===== config.mk =====
export PLATFORM = sky130hd
export DESIGN_NAME = sound_sequencer
export DESIGN_NICKNAME = d
export VERILOG_FILES = /design/src/rtl/sound_sequencer.sv
export SDC_FILE = /design/constraint.sdc
export NUM_CORES = 1
export LEC_CHECK = 0
export CORE_UTILIZATION = 35
export CTS_BUF_LIST = sky130_fd_sc_hd__clkbuf_2 sky130_fd_sc_hd__clkbuf_4 sky130_fd_sc_hd__clkbuf_8
export DETAILED_ROUTE_END_ITERATION = 6
export DONT_BUFFER_PORTS = 1
export PLACE_DENSITY = 0.51
export SYNTH_ARGS = -nofsm -noshare
export SYNTH_HDL_FRONTEND = slang
export SYNTH_SLANG_ARGS = --single-unit

===== constraint.sdc =====
create_clock -name CLK -period 15.6 [get_ports CLK]
set_input_delay 3.12 -clock CLK [delete_from_list [all_inputs] [get_ports CLK]]
set_output_delay 3.12 -clock CLK [all_outputs]
set_load 0.02 [all_outputs]

===== src/rtl/sound_sequencer.sv =====
// Piezo arbiter: plays the colour-display tone or a fixed per-event jingle as one
// square wave, with latched event requests served by priority.
module sound_sequencer #(
  parameter int unsigned NOTE_CYCLES = 2500000,
  parameter logic [15:0] BASE_HALF   = 16'd5000,
  parameter logic [15:0] STEP_HALF   = 16'd500
) (
  input  logic       CLK,
  input  logic       RST,
  input  logic [1:0] COLOR,
  input  logic       COLOR_ENA,
  input  logic       START_REQ,
  input  logic       HS_REQ,
  input  logic       WIN_REQ,
  input  logic       LOSE_REQ,
  input  logic       MUTE,
  output logic       SPK,
  output logic       SND_ENA,
  output logic [2:0] NOTE,
  output logic       BUSY
);

  localparam int unsigned NCW = (NOTE_CYCLES > 2) ? $clog2(NOTE_CYCLES) : 1;
  localparam int unsigned HW  = 16;

  // Jingle ids double as bit positions in the pending/request vectors
  localparam logic [1:0] J_START = 2'd0;
  localparam logic [1:0] J_HS    = 2'd1;
  localparam logic [1:0] J_WIN   = 2'd2;
  localparam logic [1:0] J_LOSE  = 2'd3;

  typedef enum logic [1:0] {IDLE, TONE, JINGLE} state_t;

  state_t           state_q, state_d;
  logic [1:0]       jingle_q, jingle_d;
  logic [1:0]       pos_q, pos_d;
  logic [NCW-1:0]   ncnt_q, ncnt_d;
  logic [HW-1:0]    div_q, div_d;
  logic             phase_q, phase_d;
  logic [3:0]       pending_q, pending_d;
  logic [3:0]       req;
  logic [2:0]       note_d;
  logic [HW-1:0]    half_d;
  logic             reload;
  logic             start_jingle;

  function automatic logic [2:0] jingle_note(input logic [1:0] j, input logic [1:0] pos);
    case (j)
      J_START: jingle_note = {pos, 1'b0};
      J_HS:    jingle_note = 3'd7;
      J_WIN:   jingle_note = 3'd4 + {1'b0, pos};
      default: jingle_note = 3'd3 - {1'b0, pos};
    endcase
  endfunction

  function automatic logic [1:0] last_pos(input logic [1:0] j);
    case (j)
      J_START: last_pos = 2'd2;
      J_HS:    last_pos = 2'd0;
      default: last_pos = 2'd3;
    endcase
  endfunction

  function automatic logic [1:0] pick(input logic [3:0] r);
    if (r[J_LOSE])      pick = J_LOSE;
    else if (r[J_WIN])  pick = J_WIN;
    else if (r[J_START]) pick = J_START;
    else                pick = J_HS;
  endfunction

  // Next-state, sequencing and divider logic
  always_comb begin
    req          = pending_q | {LOSE_REQ, WIN_REQ, HS_REQ, START_REQ};
    state_d      = state_q;
    jingle_d     = jingle_q;
    pos_d        = pos_q;
    ncnt_d       = ncnt_q;
    pending_d    = req;
    note_d       = NOTE;
    reload       = 1'b0;
    start_jingle = 1'b0;
    half_d       = '0;
    div_d        = div_q;
    phase_d      = phase_q;

    case (state_q)
      IDLE: begin
        if (|req) begin
          start_jingle = 1'b1;
        end else if (COLOR_ENA) begin
          state_d = TONE;
          note_d  = {COLOR, 1'b0};
          reload  = 1'b1;
        end
      end
      TONE: begin
        if (|req) begin
          start_jingle = 1'b1;
        end else if (!COLOR_ENA) begin
          state_d = IDLE;
        end else begin
          note_d = {COLOR, 1'b0};
          reload = (note_d != NOTE);
        end
      end
      JINGLE: begin
        if (ncnt_q == NCW'(NOTE_CYCLES - 1)) begin
          if (pos_q == last_pos(jingle_q)) begin
            if (|req) begin
              start_jingle = 1'b1;
            end else if (COLOR_ENA) begin
              state_d = TONE;
              note_d  = {COLOR, 1'b0};
              reload  = 1'b1;
            end else begin
              state_d = IDLE;
            end
          end else begin
            pos_d  = pos_q + 2'd1;
            ncnt_d = '0;
            note_d = jingle_note(jingle_q, pos_d);
            reload = 1'b1;
          end
        end else begin
          ncnt_d = ncnt_q + NCW'(1);
        end
      end
      default: state_d = IDLE;
    endcase

    if (start_jingle) begin
      state_d   = JINGLE;
      jingle_d  = pick(req);
      pos_d     = '0;
      ncnt_d    = '0;
      note_d    = jingle_note(jingle_d, 2'd0);
      reload    = 1'b1;
      pending_d = req & ~(4'b0001 << jingle_d);
    end

    if (state_d == IDLE) note_d = '0;

    // Square-wave divider; phase held low whenever silent
    half_d = BASE_HALF - (HW'(note_d) * STEP_HALF);
    if (state_d == IDLE) begin
      div_d   = '0;
      phase_d = 1'b0;
    end else if (reload) begin
      div_d = half_d - HW'(1);
    end else if (div_q == '0) begin
      div_d   = half_d - HW'(1);
      phase_d = ~phase_q;
    end else begin
      div_d = div_q - HW'(1);
    end
  end

  always_ff @(posedge CLK) begin
    if (RST) begin
      state_q   <= IDLE;
      jingle_q  <= '0;
      pos_q     <= '0;
      ncnt_q    <= '0;
      div_q     <= '0;
      phase_q   <= 1'b0;
      pending_q <= '0;
      SPK       <= 1'b0;
      SND_ENA   <= 1'b0;
      NOTE      <= '0;
      BUSY      <= 1'b0;
    end else begin
      state_q   <= state_d;
      jingle_q  <= jingle_d;
      pos_q     <= pos_d;
      ncnt_q    <= ncnt_d;
      div_q     <= div_d;
      phase_q   <= phase_d;
      pending_q <= pending_d;
      SPK       <= phase_d & ~MUTE;
      SND_ENA   <= (state_d != IDLE);
      NOTE      <= note_d;
      BUSY      <= (state_d == JINGLE) | (pending_d != '0);
    end
  end

endmodule


# Yosys cells after proc, flatten, opt, wreduce, memory -nomap -nowiden

Index checks and enable logic that the tools add are counted.

Add/subtract/negate cells: 7
$mul: 1
Equality and inequality tests: 11
Shift operators: 1
Multiplexer cells: 46
Bitwise operators: 8
Reduce and logical (&&, ||, !) cells: 13

Operator list:

| operator                 | count |
|---|---|
| $mux W22                 | 2 |
| $mux W16                 | 2 |
| $mux W2                  | 13 |
| $add A22 B1 Y22 const B  | 1 |
| $eq A22 B22 Y1 const B   | 1 |
| $mux W3                  | 6 |
| $pmux W3 S3              | 2 |
| $logic_not A16 Y1        | 1 |
| $sub A16 B1 Y16 const B  | 1 |
| $mux W1                  | 15 |
| $sub A14 B2 Y15 const B  | 1 |
| $sub A13 B12 Y14 const A | 1 |
| $mul A3 B7 Y10 const B   | 1 |
| $eq A2 B2 Y1 const B     | 4 |
| $logic_not A2 Y1         | 4 |
| $eq A2 B1 Y1 const B     | 3 |
| $pmux W2 S3              | 1 |
| $pmux W3 S2              | 1 |
| $reduce_or A2 Y1         | 3 |
| $and A4 B4 Y4            | 1 |
| $mux W4                  | 1 |
| $not A4 Y4               | 1 |
| $or A4 B4 Y4             | 1 |
| $pmux W2 S2              | 1 |
| other kinds (17)         | 19 |

Register bits after elaboration: 55
Input bits: 10
Output and inout bits: 6

# Depth between registers and ports, before layout

Gate-level depths: netlist of the first run.

Depth after elaboration: 18
Mapped depth: 22
Depth with buffers taken out: 22

# Least setup slack after synthesis of the first run

No wires, ideal clock.

Kind: input-to-reg
Start point: input port START_REQ
End point: register div_q[12]
Library setup time: 117 ps
Arrival time: 7344 ps
Data required time: 15483 ps
Slack: 8139 ps
Cell stages on the path: 16
Cell sequence: or4_4 nor2_8 a311oi_4 o31ai_4 o211ai_1 a21o_1 fa_1 inv_1 fa_1 inv_1 fa_1 or3_1 a2111oi_0 a211oi_1 and3b_1 o21ai_1

Cells in the longest elaborated chain, start to end: 14
Elaborated cells between the ends (all ways): 40

RTL lines:

| what                                               | line          | text |
|---|---|---|
| from (decl)                                        | 12            | `input logic START_REQ,` |
| $or A4 B4 Y4 (*)                                   | 73            | `req = pending_q \| {LOSE_REQ, WIN_REQ, HS_REQ, START_REQ};` |
| $mux W1 / $reduce_or A4 Y1 (equally long branches) | --            |  |
| $mux W2 (tied with other cells)                    | 66            | `else if (r[J_WIN]) pick = J_WIN;` |
| $mux W2 (tied with other cells)                    | 65            | `if (r[J_LOSE]) pick = J_LOSE;` |
| $mux W2 (tied with other cells)                    | 131           | `if (start_jingle) begin` |
| $eq A2 B2 Y1 (tied with other cells)               | 48            | `case (j)` |
| $pmux W3 S3 / $mux W2 (equally long branches)      | 48, 131       |  |
| $mux W3 / $logic_not A2 Y1 (equally long branches) | 131, 141, 145 |  |
| $mux W3                                            | 141           | `if (state_d == IDLE) note_d = '0;` |
| $mul A3 B7 Y10                                     | 144           | `half_d = BASE_HALF - (HW'(note_d) * STEP_HALF);` |
| $sub A13 B12 Y14                                   | 144           |  |
| $sub A14 B2 Y15                                    | 149, 151      |  |
| $mux W16                                           | 150           | `end else if (div_q == '0) begin` |
| $mux W16                                           | 148           | `end else if (reload) begin` |
| to (signal assigned)                               | 176           | `div_q <= div_d;` |
| to (decl)                                          | 38            | `logic [HW-1:0] div_q, div_d;` |

Mark *: on every way between the ends. The rest lies on a longest branch, timed or not. The select of a mux whose other input is x is not followed.
A chain may end at the register's enable or synchronous reset.

# Final worst setup path of the first run

Start point: input port LOSE_REQ
End point: register div_q[12]

Cells in the longest elaborated chain, start to end: 14
Elaborated cells between the ends (all ways): 38

RTL lines:

| what                                              | line        | text |
|---|---|---|
| from (decl)                                       | 15          | `input logic LOSE_REQ,` |
| $or A4 B4 Y4 (*)                                  | 73          |  |
| $reduce_or A4 Y1                                  | 88, 97, 109 |  |
| $mux W2 / $mux W1 (equally long branches)         | 109, 88, 97 |  |
| $mux W2 / $mux W1 (equally long branches)         | 108         | `if (pos_q == last_pos(jingle_q)) begin` |
| $mux W2 / $mux W1 (equally long branches)         | 107         | `if (ncnt_q == NCW'(NOTE_CYCLES - 1)) begin` |
| $pmux W2 S3 / $pmux W1 S2 (equally long branches) | 86          | `case (state_q)` |
| $mux W2                                           | 131         |  |
| $logic_not A2 Y1                                  | 141, 145    |  |
| $mux W3                                           | 141         |  |
| $mul A3 B7 Y10                                    | 144         |  |
| $sub A13 B12 Y14                                  | 144         |  |
| $sub A14 B2 Y15                                   | 149, 151    |  |
| $mux W16                                          | 150         |  |
| $mux W16                                          | 148         |  |

Marks and branches as above.

==> impl_results.md, run 1 <==
* Most common cell after layout, fill and taps aside: nor2_1
* Synth area leaders: dfxtp_1, nor2_1, ha_1, xnor2_1, xor2_1
* Initial antenna violation count at 0
* CTS Buffer Depth at 2
* Total setup buffers inserted after CTS at 0
* Die area at 11270 um^2
* Total GRT Usage at 16.14%
* Synthesis warning total at 0
* Cells after DPL at 579
* GRT Residual Overflow at 0
* CP Data Required Time at 15.81 ns
* Hold Buf Count CTS at 0
* Core ar. at 10420 um^2
* Min-delay worst type: flop to flop
* Total Nets Final at 483
* Pwr Density at 100.9 nW/um^2
* Via count at 3098
* Final Slew Violations at 0
* Synth Instances at 453
* Row count at 37
* Final Setup Violations at 0
* Final TNS setup at 0 ns
* Hold Slack at 0.4908 ns
* Drt total wl at 8.673 mm
* Synth Register Bits at 55
* Yosys top cell area share at 29.00%
* Least-Margin Pin Slew at 0.7420 ns
* Post-route insts no fill at 587
* Fmax at 0.1327 GHz
* Critical path arrival at 7.75 ns
* Crit share post-route at 48.31%
* Crit. End Element: flop
* Routed WL per cell at 14.78 um
* Area delta synth->final at 5.306%
* Sequential-to-total area share from yosys stat at 29.00%
* R2R depth at 20
* Status: finished clean
* Clock root buffer: clkbuf_8
* Critical path peak fanout at 6
* Avg Synthesized Cell Area at 8.380 um^2
* Die W at 106.1 um
* First-pass DRT Iterations at 4
* Clk sink count at 55
* Async S/R FF share, synth at 0%
* Post-CTS sizing at 0
* EDFF count, synth at 0
* Final setup skew at 0.008334 ns
* Post-synth top area cell: dfxtp_1
* Unrepaired setup endpoints after global routing: no
* Ports at 16
* Distinct cells, synth at 79
* Via density at 5.278
* HPWL Detailed at 6.695 mm
* Num CTS Buffers at 5
* Power Total at 0.0004033 W
* Largest net degree at the start of global routing at 22
* First-pass GRT wire length at 14.68 mm
* Vias in the first global route at 3005
* Iter 0 DRT Violations at 160
* Detail Route Antenna Nets at 0
* Relative slew margins at 50.01%
* Hold Path Depth at 2
* Min Tclk post-route at 7.536 ns
* Startpoint types: input port
* Initial Util at 36.44%
* Predominant post-synthesis flop cell: dfxtp_1
* Final hold violation count at 0
* Commonest non-fill, non-tap cells in the layout: nor2_1, dfxtp_1, nand2_1
* Diodes inserted at 0
* CTS tree: done
* GP Congestion at 0.8798
* Clk_lat worst skew at 0.32 ns
* Worst-path clk slew at 0.11 ns
* Chip height at 106.1 um
* H-Tree Level Count at 2
* P_leak at 1.485 nW
* Share of layout cells above drive strength 1 at 7.761%
* DRC Markers at 0
* Crit Path Category: input port to flop
* Post-Syn Area at 3796 um^2
* Syn Nets at 486
* Max cap viols at 0
* Maximum VDD drop at 43.06 uV
* PortBufs at 0
## logic make-up after synthesis
logic type | synth area share (%)
and+or+nand+nor | 29.99
AOI/OAI and AO/OA | 16.35
DFF | 29.00
muxes | 1.878
xor gates and xnor gates | 10.61
adders and majority gates | 8.372
buffers and inverters | 3.790
## layout make-up
cell class | instances | area [um^2]
inverter | 22 | 82.58
fill | 1072 | 6419
clock inverter | 2 | 16.27
clock buffer | 6 | 76.32
tap | 136 | 170.2
sequential | 55 | 1101
multi-input combinational | 366 | 2551
## through the flow
step	worst slack (ns)	utilization [%]	cell area, um^2
final	8.064	38.38	3998
after CTS	8.036	38.38	3998
after floorplan	8.139	-	3796
after global placement	7.818	37.49	3905
after global routing	7.726	38.38	3998
after detailed placement	7.676	37.49	3905
## synth_stat cells, types with 3 or more instances
master / n
a211oi_1: 8
a21boi_0: 3
a21o_1: 3
a21oi_1: 24
and2_1: 4
and3_1: 4
buf_2: 5
dfxtp_1: 55
fa_1: 4
ha_1: 19
inv_1: 20
nand2_1: 35
nand2b_1: 3
nand3_1: 16
nand3b_1: 6
nand4_1: 7
nor2_1: 65
nor2b_1: 9
nor3_1: 16
nor4_1: 6
o211ai_1: 3
o21ai_0: 18
o22ai_1: 3
or3_1: 10
xnor2_1: 24
xor2_1: 22
## layer usage
metal / track usage, % / routed length [um] / vias to the layer above
met5: 0 / 0 / -
met4: 4.861 / 153 / 0
met3: 2.636 / 297 / 11
met2: 27.09 / 3968 / 55
met1: 21.13 / 4253 / 1444
li1: - / - / 1588
## state kept, by name, indices dropped and copies added (netlist names)
| name | count |
|---|---|
| ncnt_q | 22 |
| NOTE | 3 |
| state_q | 2 |
| phase_q | 1 |
| SND_ENA | 1 |
| pending_q | 4 |
| div_q | 16 |
| jingle_q | 2 |
| BUSY | 1 |
| SPK | 1 |
| pos_q | 2 |
## where the power goes
part / internal, W / switching [W] / total [W]
sequential: 0.000151 / 0.0000111 / 0.000162
combinational: 0.0000655 / 0.0000904 / 0.000156
clock: 0.0000342 / 0.0000507 / 0.0000849
total: 0.000251 / 0.000152 / 0.000403
## final timing paths
| kind | end | slack [ns] | from |
|---|---|---|---|
| worst max-delay path | div_q[12] | 8.06 | LOSE_REQ |
| worst min-delay path | ncnt_q[4] | 0.49 | ncnt_q[4] |
| worst max register to register | div_q[12] | 9.98 | jingle_q[0] |
| worst min register to register | ncnt_q[4] | 0.49 | ncnt_q[4] |
## worst max-delay path, cell delays in order
cell and delay [ns]:
nor2_1 0.15, a21boi_0 0.63, ha_1 0.36, a21oi_1 0.12, o21ai_0 0.27, fa_1 0.69
inv_1 0.12, fa_1 0.44, inv_1 0.08, fa_1 0.49, or3_1 0.46, a2111oi_0 0.42
a211oi_1 0.12, and3b_1 0.23, o21ai_1 0.06
Power figures use the tool's default switching activity.
==> run 2, diff against run 1 <==
--- a/config.mk
+++ b/config.mk
@@ -9,7 +9,7 @@
 export CTS_BUF_LIST = sky130_fd_sc_hd__clkbuf_2 sky130_fd_sc_hd__clkbuf_4 sky130_fd_sc_hd__clkbuf_8
 export DETAILED_ROUTE_END_ITERATION = 6
 export DONT_BUFFER_PORTS = 1
-export PLACE_DENSITY = 0.51
+export PLACE_DENSITY = 0.53
 export SYNTH_ARGS = -nofsm -noshare
 export SYNTH_HDL_FRONTEND = slang
 export SYNTH_SLANG_ARGS = --single-unit
==> constraint.sdc (replaced) <==
create_clock -name CLK -period 6.9 [get_ports CLK]
set_input_delay 1.38 -clock CLK [delete_from_list [all_inputs] [get_ports CLK]]
set_output_delay 1.38 -clock CLK [all_outputs]
set_load 0.02 [all_outputs]
==> impl_results.md, run 2 (synthesis results as in run 1) <==
* Pwr Density at 226.3 nW/um^2
* Max Used Layer: met4
* First-pass GRT wire length at 15.51 mm
* Min-delay worst type: flop to flop
* Iter 0 DRT Violations at 98
* CTS tree: done
* Largest net degree at the start of global routing at 22
* Place WS at 0.8248 ns
* GRT Residual Overflow at 0
* Maximum VDD drop at 91.62 uV
* Final Instance Area at 4005 um^2
* Clk sink count at 55
* Startpoint types: input port
* Hold Buf Count CTS at 0
* M1 wire length at 4.219 mm
* Register Area at 1101 um^2
* Biggest regs: ncnt_q (22), div_q (16), pending_q (4)
* Relative slew margins at 47.71%
* First-pass DRT Iterations at 4
* Area delta synth->final at 5.504%
* Clock root buffer: clkbuf_8
* Most used cell along the critical path: fa_1
* Worst path bufs/invs at 2
* Total Nets Final at 484
* Final Slew Violations at 0
* Via density at 5.350
* Clk_lat worst skew at 0.32 ns
* Worst-path clk slew at 0.10 ns
* Min Tclk post-route at 5.740 ns
* WL met2 at 4.256 mm
* Critical-path cell list: or4_4 > nor2_8 > a311oi_4 > o31ai_4 > o211ai_1 > a21o_1 > fa_1 > inv_1 > fa_1 > inv_1 > fa_1 > or3_1 > a2111oi_0 > a211oi_1 > and3b_1 > o21ai_1
* Crit Path Category: input port to flop
* Unrepaired setup endpoints after global routing: no
* Commonest non-fill, non-tap cells in the layout: nor2_1, dfxtp_1, nand2_1
* Share of layout cells above drive strength 1 at 7.965%
* Status: finished clean
* Least-Margin Pin Slew at 0.7762 ns
* Chip height at 106.1 um
* FILL cells at 1118
* Routed WL per cell at 15.10 um
* Critical path arrival at 5.95 ns
* Critical path peak fanout at 8
* Final TNS setup at 0 ns
* Hold Slack at 0.4903 ns
* Total GRT Usage at 16.97%
* CP max stage delay at 0.63 ns
* Diodes inserted at 0
* Die area at 11270 um^2
* Die W at 106.1 um
* HPWL Detailed at 6.785 mm
* PortBufs at 0
* Final setup skew at 0.01453 ns
* CTS Buffer Depth at 2
* Initial antenna violation count at 0
* DRC Markers at 0
* Row count at 37
* Max cap viols at 0
* Multi-input gate area at 2551 um^2
* Post-route insts no fill at 588
* Drt total wl at 8.876 mm
* Vias in the first global route at 3201
* Via count at 3146
* H-Tree Level Count at 2
* Total setup buffers inserted after CTS at 0
* Crit. End Element: flop
* Ports at 16
* Cells after DPL at 580
* Final Setup Violations at 0
* Top cell family by delay on the critical path: adder cells
* GP Congestion at 0.8454
* CP Data Required Time at 7.11 ns
* Final hold violation count at 0
* Top reg by flops: ncnt_q
* Most common cell after layout, fill and taps aside: nor2_1
* Detail Route Antenna Nets at 0
* Num CTS Buffers at 5
* Initial Util at 36.44%
* Fmax at 0.1742 GHz
* P_leak at 1.486 nW
* Placed instance area at 3913 um^2
* Post-CTS sizing at 0
* Slowest CP cell: fa_1
* Metal3 WL at 331 um
* Crit share post-route at 83.19%
* Core ar. at 10420 um^2
* Final worst slack at 1.160 ns
* Number of flip-flops in the largest register at 22
==> run 2: path summary, 6_finish.rpt <==
path	from	endpoint	slack, ns	depth (start not counted)
setup reg to reg	jingle_q[0]	div_q[12]	1.27	20
setup / recovery	START_REQ	div_q[12]	1.16	16
hold reg to reg	ncnt_q[4]	ncnt_q[4]	0.49	2
hold / removal	ncnt_q[4]	ncnt_q[4]	0.49	2
==> run 2: metal layers <==
metal | vias to the layer above | global-route usage (%)
met4 | 0 | 4.067
met5 | - | 0
met3 | 7 | 2.943
li1 | 1596 | -
met1 | 1499 | 22.47
met2 | 44 | 28.53
==> run 2: metrics by stage <==
step,power [W],utilization (%)
3_3_place_gp,0.0007171,37.56
6_report,0.0009063,38.45
3_5_place_dp,0.0007245,37.56
4_1_cts,0.0009180,38.45
5_1_grt,0.0009827,38.45
2_1_floorplan,0.0006598,-
==> run 2: final cells by class <==
cell class | instances | area share (%)
Timing Repair Buffer | 1 | 0.1874
Inverter | 22 | 2.062
Clock inverter | 3 | 0.5936
Multi-Input combinational cell | 366 | 63.70
Sequential cell | 55 | 27.49
Tap cell | 136 | 4.249
Clock buffer | 5 | 1.718
==> run 2: where the power goes <==
part / internal [W] / total (W) / leakage, nW / switching [W]
logic: 0.000148 / 0.000349 / 0.995 / 0.000201
clock network: 0.0000730 / 0.000189 / 0.0408 / 0.000116
registers: 0.000342 / 0.000368 / 0.450 / 0.0000255
==> run 2: worst reg2reg max path: stages (launching register included) <==
cell       delay [ns]
dfxtp_1          0.39
inv_1            0.08
ha_1             0.26
xor2_1           0.28
a31oi_4          0.20
nor3_1           0.57
o21ai_0          0.22
o21ai_0          0.33
a21o_1           0.26
inv_1            0.12
ha_1             0.29
inv_1            0.07
ha_1             0.23
fa_1             0.39
inv_1            0.08
fa_1             0.49
or3_1            0.45
a2111oi_0        0.40
a211oi_1         0.12
and3b_1          0.23
o21ai_1          0.06
==> run 3, diff against run 2 <==
--- a/config.mk
+++ b/config.mk
@@ -9,7 +9,7 @@
 export CTS_BUF_LIST = sky130_fd_sc_hd__clkbuf_2 sky130_fd_sc_hd__clkbuf_4 sky130_fd_sc_hd__clkbuf_8
 export DETAILED_ROUTE_END_ITERATION = 6
 export DONT_BUFFER_PORTS = 1
-export PLACE_DENSITY = 0.53
+export PLACE_DENSITY = 0.51
 export SYNTH_ARGS = -nofsm -noshare
 export SYNTH_HDL_FRONTEND = slang
 export SYNTH_SLANG_ARGS = --single-unit
==> constraint.sdc (replaced) <==
create_clock -name CLK -period 5.5 [get_ports CLK]
set_input_delay 1.1 -clock CLK [delete_from_list [all_inputs] [get_ports CLK]]
set_output_delay 1.1 -clock CLK [all_outputs]
set_load 0.02 [all_outputs]
==> impl_results.md, run 3 (synthesis results as in run 1) <==
* Status: finished clean
* Fin util at 40.79%
* Core ar. at 10420 um^2
* Initial antenna violation count at 0
* Iter 0 DRT Violations at 107
* Die W at 106.1 um
* Largest net degree at the start of global routing at 22
* FF-to-FF End: div_q[7]
* Vias in the first global route at 3270
* Crit. End Element: flop
* Critical path peak fanout at 5
* Initial Util at 36.44%
* Total Nets Final at 505
* Chip height at 106.1 um
* Top reg by flops: ncnt_q
* Place WS at -0.05164 ns
* Final Slew Violations at 0
* Power Total at 0.001278 W
* Logic pwr share at 38.4%
* Relative slew margins at 51.23%
* Switching share of power at 34.59%
* Ports at 16
* Max cap viols at 0
* FILL cells at 1062
* Die area at 11270 um^2
* Clock root buffer: clkbuf_8
* Final worst slack at 0.3766 ns
* Commonest non-fill, non-tap cells in the layout: nor2_1, dfxtp_1, nand2_1
* Routed WL per cell at 14.95 um
* Detail Route Antenna Nets at 0
* CTS Buffer Depth at 2
* Via count at 3205
* GRT Residual Overflow at 0
* Diodes inserted at 0
* P_leak at 1.637 nW
* Final Setup Violations at 0
* Sw Pwr at 0.0004421 W
* Maximum VDD drop at 140.1 uV
* First-pass GRT wire length at 15.59 mm
* Min Tclk post-route at 5.123 ns
* CP Capture Point: div_q[7]
* Crit Path Category: input port to flop
* Least-Margin Pin Slew at 0.7315 ns
* Min-delay worst type: flop to flop
* Clk_lat worst skew at 0.32 ns
* Num CTS Buffers at 5
* GP Congestion at 0.8886
* Area delta synth->final at 11.93%
* PortBufs at 0
* Startpoint types: input port
* Fmax at 0.1952 GHz
* Reg2reg setup slack at 0.42 ns
* Sequential share of power at 36.1%
* Total GRT Usage at 17.26%
* Share of layout cells above drive strength 1 at 13.53%
* Critical path arrival at 5.32 ns
* Register Area at 1101 um^2
* Critical Path Start: START_REQ
* Biggest regs: ncnt_q (22), div_q (16), pending_q (4)
* Slowest CP cell: or4_4
* DRC Markers at 0
* Crit share post-route at 93.15%
* Most common cell after layout, fill and taps aside: nor2_1
* Multi-input gate area at 2594 um^2
* R2R depth at 24
* P_int at 0.0008362 W
* Reg-to-reg startpoint: jingle_q[0]
* Drt total wl at 9.104 mm
* Number of flip-flops in the largest register at 22
* CTS tree: done
* CP Data Required Time at 5.69 ns
* Via density at 5.263
* Worst-path clk slew at 0.10 ns
* Critical-path cell list: or4_4 > nor2_8 > a311oi_4 > o31ai_4 > o211ai_1 > a21o_1 > fa_1 > inv_1 > fa_1 > inv_1 > fa_1 > buf_4 > nor2_2 > inv_1 > o21ai_0 > a221oi_2 > and2_1 > xnor2_1 > a21oi_1
* HPWL Detailed at 6.928 mm
* First-pass DRT Iterations at 4
* Unrepaired setup endpoints after global routing: no
* Pwr Density at 300.9 nW/um^2
* Row count at 37
* Clk pwr share at 25.4%
* Final setup skew at 0.003276 ns
* Hold Slack at 0.4937 ns
* CP max stage delay at 0.56 ns
* Clk sink count at 55
* Final hold violation count at 0
* H-Tree Level Count at 2
==> run 3: changes by cell type in the layout (fill, tap and decap cells not counted), sizes merged <==
cell,change
buf,+21
bufinv,+2
clkinvlp,-2
clkbuf,+1
inv,-1
==> run 3: critical path, delay by kind of cell <==
kind                       cells  cell delay [ns]
adders and majority gates      3             1.42
xor gates and xnor gates       1             0.16
and+or+nand+nor                4             1.04
buffers and inverters          4             0.39
AOI/OAI and AO/OA              7             1.20
==> run 3: power by group through the flow <==
stage	clock network [W]	logic (W)	registers, W
after floorplan	0	0.000365	0.000463
after global placement	0	0.000465	0.000470
after detailed placement	0	0.000471	0.000471
after CTS	0.000336	0.000474	0.000462
after global routing	0.000353	0.000557	0.000468
final	0.000325	0.000491	0.000462
==> run 3: worst min path at each step <==
stage | from | to | depth (start not counted)
finish | ncnt_q[4] | ncnt_q[4] | 2
global route | ncnt_q[4] | ncnt_q[4] | 2
CTS | ncnt_q[4] | ncnt_q[4] | 2
detailed placement | ncnt_q[4] | ncnt_q[4] | 2
global placement | ncnt_q[4] | ncnt_q[4] | 2
floorplan | ncnt_q[4] | ncnt_q[4] | 2
==> run 3: cell type report <==
| cell class | instances | area share (%) |
|---|---|---|
| Sequential cell | 55 | 25.91 |
| Tap cell | 136 | 4.005 |
| Inverter | 22 | 1.943 |
| Clock buffer | 6 | 1.796 |
| Timing Repair Buffer | 22 | 3.887 |
| Clock inverter | 2 | 1.413 |
| Multi-Input combinational cell | 366 | 61.04 |
==> run 3: metrics by stage <==
step	cell area, um^2	setup TNS [ns]	cells
final	4249	0	609
after CTS	4169	0	604
after global placement	4033	0	596
after global routing	4249	0	609
after floorplan	3796	0	453
after detailed placement	4033	-0.05164	596
==> run 3: what timing repair did <==
action                                  4_1_cts  5_1_grt
hold buffers                                  0        0
endpoints found under the setup margin        0        5
setup buffers                                 0        5
gates resized for setup                       0        9
==> run 3: routing by layer <==
metal / wire length (um) / GRT usage [%] / vias up
met3: 331 / 3.372 / 16
met1: 4316 / 21.90 / 1492
li1: - / - / 1645
met2: 4290 / 28.99 / 52
met5: 0 / 0 / -
met4: 166 / 6.052 / 0
